$ cat src/rtl/right_shift_multiplier_pkg.sv
// Shared types and constants for the right-shift shift-and-add multiplier.
package right_shift_multiplier_pkg;

    typedef enum logic {
        IDLE = 1'b0,
        RUN  = 1'b1
    } state_t;

    localparam int DEFAULT_WIDTH = 6;

    // Counter must hold the value WIDTH itself, hence WIDTH+1 codes.
    function automatic int cnt_width(input int w);
        return $clog2(w + 1);
    endfunction

endpackage

$ cat src/rtl/right_mul_addshift.sv
// One multiply iteration: conditionally add M into A, then shift {A,Q} right by one.
module right_mul_addshift #(
    parameter int WIDTH = 6
) (
    input  logic [WIDTH-1:0] m,
    input  logic [WIDTH:0]   acc,
    input  logic [WIDTH-1:0] q,
    output logic [WIDTH:0]   acc_next,
    output logic [WIDTH-1:0] q_next
);

    logic [WIDTH:0] sum_s;

    // Add the multiplicand only when the current multiplier bit is set.
    always_comb begin
        sum_s = acc;
        if (q[0]) begin
            sum_s = acc + {1'b0, m};
        end else begin
            sum_s = acc;
        end
    end

    // The carry lands in acc[WIDTH] before the shift and moves down into the low word.
    assign acc_next = {1'b0, sum_s[WIDTH:1]};
    assign q_next   = {sum_s[0], q[WIDTH-1:1]};

endmodule

$ cat src/rtl/right_shift_multiplier.sv
// Iterative unsigned multiplier, one multiplier bit per clock, 2*WIDTH-bit registered product.
// Optional done pulse enabled by defining RIGHT_MUL_DONE_EN.
module right_shift_multiplier
    import right_shift_multiplier_pkg::*;
#(
    parameter int WIDTH = DEFAULT_WIDTH
) (
    input  logic               clk,
    input  logic               reset,
    input  logic               load,
    input  logic [WIDTH-1:0]   a,
    input  logic [WIDTH-1:0]   b,
    output logic [2*WIDTH-1:0] product
`ifdef RIGHT_MUL_DONE_EN
    ,
    output logic               done
`endif
);

    localparam int CW = cnt_width(WIDTH);
    localparam logic [CW-1:0] CNT_ONE  = CW'(1);
    localparam logic [CW-1:0] CNT_INIT = CW'(WIDTH);

    state_t             state_r, state_s;
    logic [WIDTH-1:0]   m_r, m_s;
    logic [WIDTH:0]     a_r, a_s;
    logic [WIDTH-1:0]   q_r, q_s;
    logic [CW-1:0]      cnt_r, cnt_s;
    logic [2*WIDTH-1:0] product_r, product_s;
    logic [WIDTH:0]     a_step_s;
    logic [WIDTH-1:0]   q_step_s;
    logic               last_s;

    right_mul_addshift #(
        .WIDTH (WIDTH)
    ) u_addshift (
        .m        (m_r),
        .acc      (a_r),
        .q        (q_r),
        .acc_next (a_step_s),
        .q_next   (q_step_s)
    );

    assign last_s = (state_r == RUN) && (cnt_r == CNT_ONE);

    // Next-state and datapath control; load always wins over iteration.
    always_comb begin
        state_s   = state_r;
        m_s       = m_r;
        a_s       = a_r;
        q_s       = q_r;
        cnt_s     = cnt_r;
        product_s = product_r;
        case (state_r)
            IDLE: begin
                if (load) begin
                    m_s     = a;
                    q_s     = b;
                    a_s     = {(WIDTH+1){1'b0}};
                    cnt_s   = CNT_INIT;
                    state_s = RUN;
                end else begin
                    state_s = IDLE;
                end
            end
            RUN: begin
                // The finishing result is captured even if a new load arrives on the same edge.
                if (last_s) begin
                    product_s = {a_step_s[WIDTH-1:0], q_step_s};
                end else begin
                    product_s = product_r;
                end
                if (load) begin
                    m_s     = a;
                    q_s     = b;
                    a_s     = {(WIDTH+1){1'b0}};
                    cnt_s   = CNT_INIT;
                    state_s = RUN;
                end else begin
                    a_s   = a_step_s;
                    q_s   = q_step_s;
                    cnt_s = cnt_r - CNT_ONE;
                    if (last_s) begin
                        state_s = IDLE;
                    end else begin
                        state_s = RUN;
                    end
                end
            end
            default: begin
                state_s = IDLE;
            end
        endcase
    end

    // State and datapath registers.
    always_ff @(posedge clk or negedge reset) begin
        if (!reset) begin
            state_r   <= IDLE;
            m_r       <= {WIDTH{1'b0}};
            a_r       <= {(WIDTH+1){1'b0}};
            q_r       <= {WIDTH{1'b0}};
            cnt_r     <= {CW{1'b0}};
            product_r <= {(2*WIDTH){1'b0}};
        end else begin
            state_r   <= state_s;
            m_r       <= m_s;
            a_r       <= a_s;
            q_r       <= q_s;
            cnt_r     <= cnt_s;
            product_r <= product_s;
        end
    end

    assign product = product_r;

`ifdef RIGHT_MUL_DONE_EN
    logic done_r;

    // Completion pulse, suppressed when a reload coincides with the finishing edge.
    always_ff @(posedge clk or negedge reset) begin
        if (!reset) begin
            done_r <= 1'b0;
        end else begin
            done_r <= last_s && !load;
        end
    end

    assign done = done_r;
`endif

endmodule

$ cat config.mk
export PLATFORM = sky130hd
export DESIGN_NAME = right_shift_multiplier
export DESIGN_NICKNAME = d
export VERILOG_FILES = /design/src/rtl/right_shift_multiplier_pkg.sv /design/src/rtl/right_mul_addshift.sv /design/src/rtl/right_shift_multiplier.sv
export SDC_FILE = /design/constraint.sdc
export NUM_CORES = 1
export LEC_CHECK = 0
export ABC_AREA = 1
export CORE_MARGIN = 3
export CORE_UTILIZATION = 30
export CTS_BUF_LIST = sky130_fd_sc_hd__clkbuf_8
export CTS_CLUSTER_DIAMETER = 120
export CTS_CLUSTER_SIZE = 24
export DETAILED_ROUTE_END_ITERATION = 8
export SYNTH_ARGS = -nofsm -noshare
export SYNTH_HDL_FRONTEND = slang
export SYNTH_SLANG_ARGS = --single-unit
export TNS_END_PERCENT = 20
$ cat constraint.sdc
create_clock -name clk -period 2.35 [get_ports clk]
set_input_delay 0.47 -clock clk [delete_from_list [all_inputs] [get_ports clk]]
set_output_delay 0.47 -clock clk [all_outputs]
set_load 0.03 [all_outputs]
==> reports/metrics.csv <==
stage,metric,value,unit
routing,postRouteAntennaNets,0,
sta,fmax,561,MHz
cts,clock_path_buffers,2,
logic_synthesis,yosys_warnings,0,
setup_path,critPathRequiredTime,1880,ps
global_routing,grt_pass1_wl,6180,um
setup_path,cpPeakStageDelay,670,ps
global_routing,grt_max_degree,35,
setup_path,crit_chain,clkdlybuf4s50_1,
logic_synthesis,synth_top_area_share,51.8,%
placement,io_buffer_count,26,
sta,setup_tns,0,ps
setup_path,cpLargestDelayFamily,buffers and inverters,
sta,hold_viol_final,0,
sta,skew,8.11,ps
cts,cts_setup_buffers,0,
logic_synthesis,synth_top_cells_by_area,"dfrtp_1, nand2_1, ha_1",
routing,num_vias,1336,
routing,drtPass1Iterations,4,
sta,finalCriticalPeriod,1780,ps
setup_path,path_buf_inv,1,
sta,finalCritPeriodShare,75.9,%
floorplan,rows,26,
cts,clkLatencyLatePin,280,ps
routing,wl_per_cell,11.9,um
final_layout,layout_common_cells,"nand2_1, dfrtp_1, clkdlybuf4s50_1",
flow_run,max_cap_violations,0,
setup_path,endpoint_kind,output pin,
logic_synthesis,synthesis.area,1640,sq um
floorplan,die_area,6400,sq um
placement,gp_congestion,0.841,
global_routing,grt_pass1_vias,1301,
logic_synthesis,synth.ff_latch_count,34,
routing,drc,0,
pwr,irDropWorstVdd,310,uV
sta,rsz0062_at_grt,no,
logic_synthesis,synthesis.nets,216,
setup_path,cp_max_fo,2,
placement,dp_worst_setup_slack,593,ps
final_layout,syn_to_final_growth,30.2,%
cts,cts-buffers-inserted,5,
routing,viasPerCell,4.53,
floorplan,die_h,80,um
final_layout,layout.nets,248,
final_layout,utilization,41.1,%
final_layout,drive_gt1_share,7.11,%
floorplan,core,5200,sq um
cts,hold_buffers,0,
logic_synthesis,postSynthAreaPerCell,8.56,sq um
final_layout,fill_cells,528,
routing,wirelength,3520,um
sta,setup_slack,567,ps
setup_path,rrSetupSlack,660,ps
routing,drt_iter0_markers,53,
cts,tritoncts,done,
global_routing,antenna_found_initial,0,
pwr,p_per_area,913,nW/um^2
logic_synthesis,synth_cell_types,20,
cts,path_clk_slew,70,ps
sta,setup_viol,0,
logic_synthesis,synthCells,192,
logic_synthesis,ys_seq_area_share,51.8,%
pwr,power_leakage,1.05,nW
setup_path,crit_path_top_delay_cell,clkdlybuf4s50_1,
floorplan,die_w,80,um
final_layout,antenna_cells,0,
cts,cts_sinks,34,
hold_path,min_path_type,reg -> reg,
cts,cts-root-buf,clkbuf_8,
sta,slew_headroom,70.8,%
cts,cts_resized,0,
sta,final_max_slew_viol_count,0,
setup_path,cp.arrival,1310,ps
sta,worstMarginPinSlew,438,ps
logic_synthesis,yosys.area.top_type,dfrtp_1,
placement,hpwlAfterDp,2580,um
floorplan,ios,27,
setup_path,critPathLaunchType,flip-flop,
global_routing,grt_usage,12.6,%
run_status,status,"finished, final reports clean",
global_routing,overflow,0,
floorplan,start_util,31.6,%
cts,h-tree-depth,2,
setup_path,crit_type,reg -> out,
final_layout,layout_commonest_cell,nand2_1,
## worst register-to-register path: stages, from the launching register on
cell,delay [ps]
dfrtp_1,380
ha_1,230
inv_1,70
fa_1,400
o21ai_0,350
nand2_1,80
o21ai_0,90
## cell families after synthesis
family / Yosys count / share of synthesized area [%]
adders and majority gates: 9 / 7.31
DFF: 34 / 51.8
buffers and inverters: 31 / 7.46
and+or+nand+nor: 84 / 21.4
AOI/OAI and AO/OA: 34 / 12.0
## Yosys cell counts
| cell | instances |
|---|---|
| nand2_1 | 67 |
| dfrtp_1 | 34 |
| inv_1 | 23 |
| nand3_1 | 12 |
| o21ai_1 | 11 |
| ha_1 | 8 |
| o21ai_0 | 7 |
| a21oi_1 | 6 |
| buf_2 | 5 |
| o211ai_1 | 4 |
| o221ai_1 | 3 |
| a22oi_1 | 2 |
| inv_2 | 2 |
| nor2_4 | 2 |
| clkinv_1 | 1 |
| fa_1 | 1 |
| nand3b_1 | 1 |
| nand4_1 | 1 |
| nor2_1 | 1 |
| o22ai_1 | 1 |
## state kept, by name (all words and copies together) (netlist names)
signal,flops
cnt_r,3
q_r,6
product,12
m_r,6
state_r,1
a_r,6
## per-stage QoR
step	cells	hold WS [ps]	cell area, sq um	total power [W]
after CTS	295	486	2140	0.00197
after global placement	287	470	2000	0.00129
after floorplan	192	174	1640	0.00107
after detailed placement	287	465	2000	0.00130
after global routing	295	507	2140	0.00208
final	295	481	2140	0.00195
## power breakdown
part	switching, W	internal, W	total [W]	leakage [nW]
sequential	0.0000581	0.000687	0.000746	0.429
combinational	0.000313	0.000223	0.000536	0.545
clock	0.000218	0.000453	0.000671	0.0714
total	0.000589	0.00136	0.00195	1.05
## per-layer routing
metal	up-vias	part of all wire (%)	GRT usage, %
li1	686	-	-
met1	620	48	17.1
met2	24	47	19.0
met3	6	4.4	4.29
met4	0	1.1	3.38
met5	-	0	0
## final timing paths
kind                            start    endpoint  cells after the start
max                        product[2]  product[2]                      1
min                        product[5]  product[5]                      2
max reg2reg                    m_r[0]      a_r[0]                      6
min reg2reg                product[5]  product[5]                      2
max in group asynchronous       reset     state_r                      2
min in group asynchronous       reset      m_r[1]                      2
## area by class of cell
cell class / count / area [sq um] / area share [%]
Multi-Input combinational cell: 127 / 669 / 31.3
Clock inverter: 2 / 60.1 / 2.81
Sequential cell: 34 / 851 / 39.8
Timing Repair Buffer: 30 / 290 / 13.6
Tap cell: 70 / 87.6 / 4.10
Clock buffer: 6 / 82.6 / 3.86
Inverter: 26 / 97.6 / 4.56
Note: power is estimated with default switching activity, not from simulation.
